<file path="src/rtl/fp_trig_seq.sv">
// fp_trig_seq: sequencer for the combinational fp64 sine/cosine datapath.
// Accepts FSIN/FCOS/FSINCOS requests and presents the operand to the datapath.
// After a fixed settle window it captures the results and returns them as
// response beats: one beat for FSIN/FCOS, two for FSINCOS (sine first).
// Operands with |x| >= 2^63 bypass the datapath and are returned with C2 set.
//
// Handshakes: a transfer happens on a rising clk edge where valid && ready are
// both high. Once valid is raised it holds until that edge, and the payload
// stays bit-stable while valid && !ready. abort overrides any handshake in the
// same cycle, so a beat in its handshake cycle is treated as not delivered.
module fp_trig_seq #(
   parameter int WAIT_CYCLES = 4
) (
   input  logic        clk,
   input  logic        rst_n,
   input  logic        req_valid,
   output logic        req_ready,
   input  logic [1:0]  req_op,
   input  logic [63:0] req_a,
   input  logic        abort,
   output logic [63:0] dp_a,
   input  logic [63:0] dp_sin,
   input  logic [63:0] dp_cos,
   input  logic        dp_invalid,
   input  logic        dp_inexact,
   output logic        rsp_valid,
   input  logic        rsp_ready,
   output logic [63:0] rsp_data,
   output logic        rsp_last,
   output logic        rsp_invalid,
   output logic        rsp_inexact,
   output logic        rsp_c2,
   output logic        busy
);

   typedef enum logic [1:0] {
      IDLE       = 2'd0,
      SETTLE     = 2'd1,
      RESP_FIRST = 2'd2,
      RESP_LAST  = 2'd3
   } state_t;

   localparam logic [1:0] OP_FCOS    = 2'd1;
   localparam logic [1:0] OP_FSINCOS = 2'd2;

   // Counter starts at WAIT_CYCLES-1; capture happens on the edge where it reads 0.
   localparam logic [3:0] CNT_LOAD = 4'(WAIT_CYCLES - 1);

   state_t      state;
   logic [3:0]  cnt;
   logic [1:0]  op;
   logic [63:0] cap_cos;
   logic [10:0] a_exp;
   logic        out_of_range;
   logic        accept;

   // Biased exponent >= 1023+63 means |x| >= 2^63; NaN/Inf (0x7FF) still go to the datapath.
   assign a_exp        = req_a[62:52];
   assign out_of_range = (a_exp >= 11'h43E) && (a_exp != 11'h7FF);

   assign req_ready = (state == IDLE) && !abort;
   assign accept    = req_valid && req_ready;
   assign rsp_valid = (state == RESP_FIRST) || (state == RESP_LAST);
   assign busy      = (state != IDLE);

   // Control FSM with registered operand, capture and response outputs.
   always_ff @(posedge clk or negedge rst_n) begin
      if (!rst_n) begin
         state       <= IDLE;
         cnt         <= 4'd0;
         op          <= 2'd0;
         dp_a        <= 64'd0;
         cap_cos     <= 64'd0;
         rsp_data    <= 64'd0;
         rsp_last    <= 1'b0;
         rsp_invalid <= 1'b0;
         rsp_inexact <= 1'b0;
         rsp_c2      <= 1'b0;
      end else if (abort) begin
         // Flush: drop any work in flight; dp_a keeps its last operand.
         state    <= IDLE;
         rsp_last <= 1'b0;
      end else begin
         case (state)
            IDLE: begin
               if (accept) begin
                  if (out_of_range) begin
                     state       <= RESP_LAST;
                     rsp_data    <= req_a;
                     rsp_last    <= 1'b1;
                     rsp_invalid <= 1'b0;
                     rsp_inexact <= 1'b0;
                     rsp_c2      <= 1'b1;
                  end else begin
                     state <= SETTLE;
                     dp_a  <= req_a;
                     cnt   <= CNT_LOAD;
                     op    <= req_op;
                  end
               end
            end
            SETTLE: begin
               if (cnt != 4'd0) begin
                  cnt <= cnt - 4'd1;
               end else begin
                  cap_cos     <= dp_cos;
                  rsp_invalid <= dp_invalid;
                  rsp_inexact <= dp_inexact;
                  rsp_c2      <= 1'b0;
                  if (op == OP_FSINCOS) begin
                     state    <= RESP_FIRST;
                     rsp_data <= dp_sin;
                     rsp_last <= 1'b0;
                  end else if (op == OP_FCOS) begin
                     state    <= RESP_LAST;
                     rsp_data <= dp_cos;
                     rsp_last <= 1'b1;
                  end else begin
                     // FSIN and the reserved encoding both return the sine.
                     state    <= RESP_LAST;
                     rsp_data <= dp_sin;
                     rsp_last <= 1'b1;
                  end
               end
            end
            RESP_FIRST: begin
               if (rsp_ready) begin
                  state    <= RESP_LAST;
                  rsp_data <= cap_cos;
                  rsp_last <= 1'b1;
               end
            end
            RESP_LAST: begin
               if (rsp_ready) begin
                  state    <= IDLE;
                  rsp_last <= 1'b0;
               end
            end
            default: state <= IDLE;
         endcase
      end
   end

endmodule

</file>
<file path="config.mk">
export PLATFORM = sky130hd
export DESIGN_NAME = fp_trig_seq
export DESIGN_NICKNAME = d
export VERILOG_FILES = /design/src/rtl/fp_trig_seq.sv
export SDC_FILE = /design/constraint.sdc
export NUM_CORES = 1
export LEC_CHECK = 0
export ABC_AREA = 0
export ABC_CLOCK_PERIOD_IN_PS = 2400
export CAP_MARGIN = 20
export CORE_UTILIZATION = 41
export DETAILED_ROUTE_END_ITERATION = 10
export GPL_TIMING_DRIVEN = 0
export PLACE_DENSITY = 0.77
export SYNTH_ARGS = -nofsm -noshare
export SYNTH_HDL_FRONTEND = slang
export SYNTH_SLANG_ARGS = --single-unit
export TNS_END_PERCENT = 1
</file>
<file path="constraint.sdc">
create_clock -name clk -period 2.4 [get_ports clk]
set_input_delay 0.36 -clock clk [delete_from_list [all_inputs] [get_ports clk]]
set_output_delay 0.36 -clock clk [all_outputs]
set_load 0.05 [all_outputs]
</file>
==> impl_metrics.yaml <==
sta:
  rsz0062_at_grt: "yes"
  fmax_ghz: 0.427
  setup_violations: 0
  tns_ps: 0
  finalCritPeriodShare: 0.977
  fin_crit_ps: 2340
  finalMaxSlewViolations: 0
  max_slew_margin: 0.553
  skew_ps: 8.40
  worst_pin_slew_ps: 670
  hold_viol_final: 0
yosys:
  synth_area_um2: 9580
  yosysUniqueCellTypes: 46
  async_flop_share: 1.00
  ys_warn_count: 0
  synth-edff-count: 0
  synthCells: 806
  syn_area_per_cell_um2: 11.9
  syn_nets: 1013
  synth_ff_type: "dfrtp_1"
  synth-seq-area-share: 0.533
  ys_seq_elements: 204
clock_tree:
  ctsRootBufferMaster: "clkbuf_16"
  worstSkewPairLatency_ps: 500
  cts_made_buffers: 23
  clkTransAtPathRegs_ps: 60
  clk_path_buf_depth: 3
  cts_max_level: 1
  cts_tree: "built"
  clock_sinks: 204
flow_run:
  maxCapViolCount: 0
floorplan:
  start_util: 0.421
  core_um2: 22800
  die-area_um2: 24000
  io_pins: 336
  rows: 55
  die_y_um: 155
  chipWidth_um: 155
place:
  place_area_um2: 13400
  dp_hpwl_mm: 21.9
  place.gp.congestion: 0.838
  port_buffers: 335
hold_path:
  hp-class: "in2reg"
layout:
  areaGrowthSynthToFinish_pct: 49.2
  seqCellArea_um2: 5100
  multiInputGateArea_um2: 4200
  diodes: 0
  fillerInstances: 1806
  fin_area_um2: 14300
  post-route-util: 0.627
  layout-drive-gt1-share: 0.203
  layout.nets: 1379
route:
  wl_per_cell_um: 20.5
  avgViaCountPerCell: 5.47
  drc_errors: 0
  drtIter0Drc: 473
  ant_nets: 0
  drt_wl_total_mm: 30.7
  routed-via-count: 8191
  drt_pass1_iterations: 5
global_routing:
  gr-total-overflow: 0
  antenna_found_initial: 0
  grt_max_degree: 119
  grt_pass1_vias: 8292
  grtUsageTotal: 0.253
  grt_first_pass_wirelength_mm: 47.2
worst_setup_path:
  r2r_slack_ps: 60
  cp-startpoint: "cnt[0]"
  crit_path_end_kind: "register"
  start_kind: "register"
  path_max_fanout: 10
  worstPathArrival_ps: 2720
  r2r-start: "cnt[0]"
  reg2regPathDepth: 9
  cpPeakStageDelay_ps: 390
  timing.critical_path.to: "rsp_data[62]"
  slowest_stage: "dfrtp_1"
  critical_path_class: "reg2reg"
  crit_chain: "inv_2 -> ha_4 -> or3b_4 -> a221oi_4 -> and4bb_1 -> buf_6 -> a21oi_4 -> buf_12 -> mux2_1"
  timing.rr.end: "rsp_data[62]"
  cp.required_ps: 2770
power:
  leakage_nw: 6.18
  total_power_mw: 20.1
  ir_drop_v: 0.000821
  p_per_area_nw_per_um2: 1400
run_status:
  outcome: "finished clean"
==> layer usage <==
| metal | vias up | GRT usage | part of all wire |
|---|---|---|---|
| li1 | 3730 | - | - |
| met1 | 4063 | 0.320 | 0.40 |
| met2 | 349 | 0.437 | 0.49 |
| met3 | 49 | 0.0613 | 0.080 |
| met4 | 0 | 0.0608 | 0.022 |
| met5 | - | 0 | 0 |
==> stage by stage <==
step,worst slack (ps),hold WS (ps),instances
final,55.4,330,1498
after global routing,-108,327,1498
after CTS,-58.2,424,1495
after detailed placement,-944,421,1455
after global placement,-7920,475,1454
after floorplan,168,64.4,806
==> synth_stat cells, types with 6 or more instances <==
cell / count / area, µm²
o22ai_1: 62 / 388
ha_1: 6 / 75.1
nor2_1: 72 / 270
clkbuf_1: 29 / 109
a221oi_1: 62 / 543
mux2_2: 130 / 1460
buf_2: 23 / 115
buf_6: 6 / 67.6
mux2i_1: 65 / 651
nand2_1: 74 / 278
dfrtp_1: 204 / 5100
inv_1: 8 / 30.0
a21oi_1: 9 / 45.0
==> layout by cell type, fill, tap and decap left out, types with 4 or more instances in the layout <==
master and instances:
clkinv_2 6, clkbuf_2 8, dfrtp_1 204, clkbuf_1 23
buf_4 9, buf_2 14, buf_6 14, mux2_2 130
clkdlybuf4s50_1 330, a21oi_1 9, mux2i_1 65, clkbuf_16 23
o22ai_1 59, ha_1 5, inv_1 6, nor3_1 4
nor2_1 69, nand2_1 72, a221oi_1 62, o21ai_0 4
==> worst max-delay path: cells and delay by family, from the launching register on <==
family	cells	cell delay, ps
AO/OA/AOI/OAI	2	320
adder cells (fa/ha/maj)	1	130
buffers and inverters	3	390
flip-flops	1	390
multiplexers	1	320
AND/OR/NAND/NOR	2	650
==> kinds of logic (layout without fill, tap and decap cells) <==
| kind of cell | after synthesis | in the layout | synth area share |
|---|---|---|---|
| mux | 197 | 197 | 0.223 |
| flops | 204 | 204 | 0.533 |
| compound gates | 154 | 154 | 0.123 |
| fa+ha+maj | 6 | 6 | 0.00783 |
| simple gates | 173 | 173 | 0.0757 |
| buf+inv | 72 | 451 | 0.0379 |
==> registers in the layout (all words and copies together), names as in the netlist <==
register,cells
rsp_last,1
rsp_invalid,1
rsp_inexact,1
rsp_data,64
state,2
dp_a,64
op,2
cnt,4
cap_cos,64
rsp_c2,1
==> report_power, final <==
part           switching, mW  internal [mW]
logic                   7.14           4.19
clock network           1.40           2.05
registers              0.655           4.63
total                   9.19           10.9
==> worst min path at each step <==
stage | startpoint | to | slack [ps] | cells past startpoint
6_report | req_a[62] | dp_a[62] | 330 | 2
2_1_floorplan | rst_n | cap_cos[0] | 60 | 0
4_1_cts | dp_inexact | rsp_inexact | 420 | 2
3_3_place_gp | rsp_data[19] | rsp_data[19] | 470 | 1
5_1_grt | req_a[62] | dp_a[62] | 330 | 2
3_5_place_dp | rst_n | dp_a[46] | 420 | 1
==> area by class of cell <==
type / count / area share
sequential: 204 / 0.357
multi-input combinational: 530 / 0.294
timing repair buffer: 342 / 0.241
clock buffer: 30 / 0.0442
tap: 313 / 0.0274
buffer: 62 / 0.0272
clock inverter: 8 / 0.00630
inverter: 9 / 0.00236
==> what timing repair did <==
| item | CTS | global route |
|---|---|---|
| setup buffers | 2 | 3 |
| endpoints found under the hold margin | 86 | 0 |
| pin swaps | 4 | 6 |
| gates resized for setup | 34 | 33 |
| hold buffers | 1 | 0 |
| endpoints found under the setup margin | 194 | 188 |
Power figures use the tool's default switching activity.
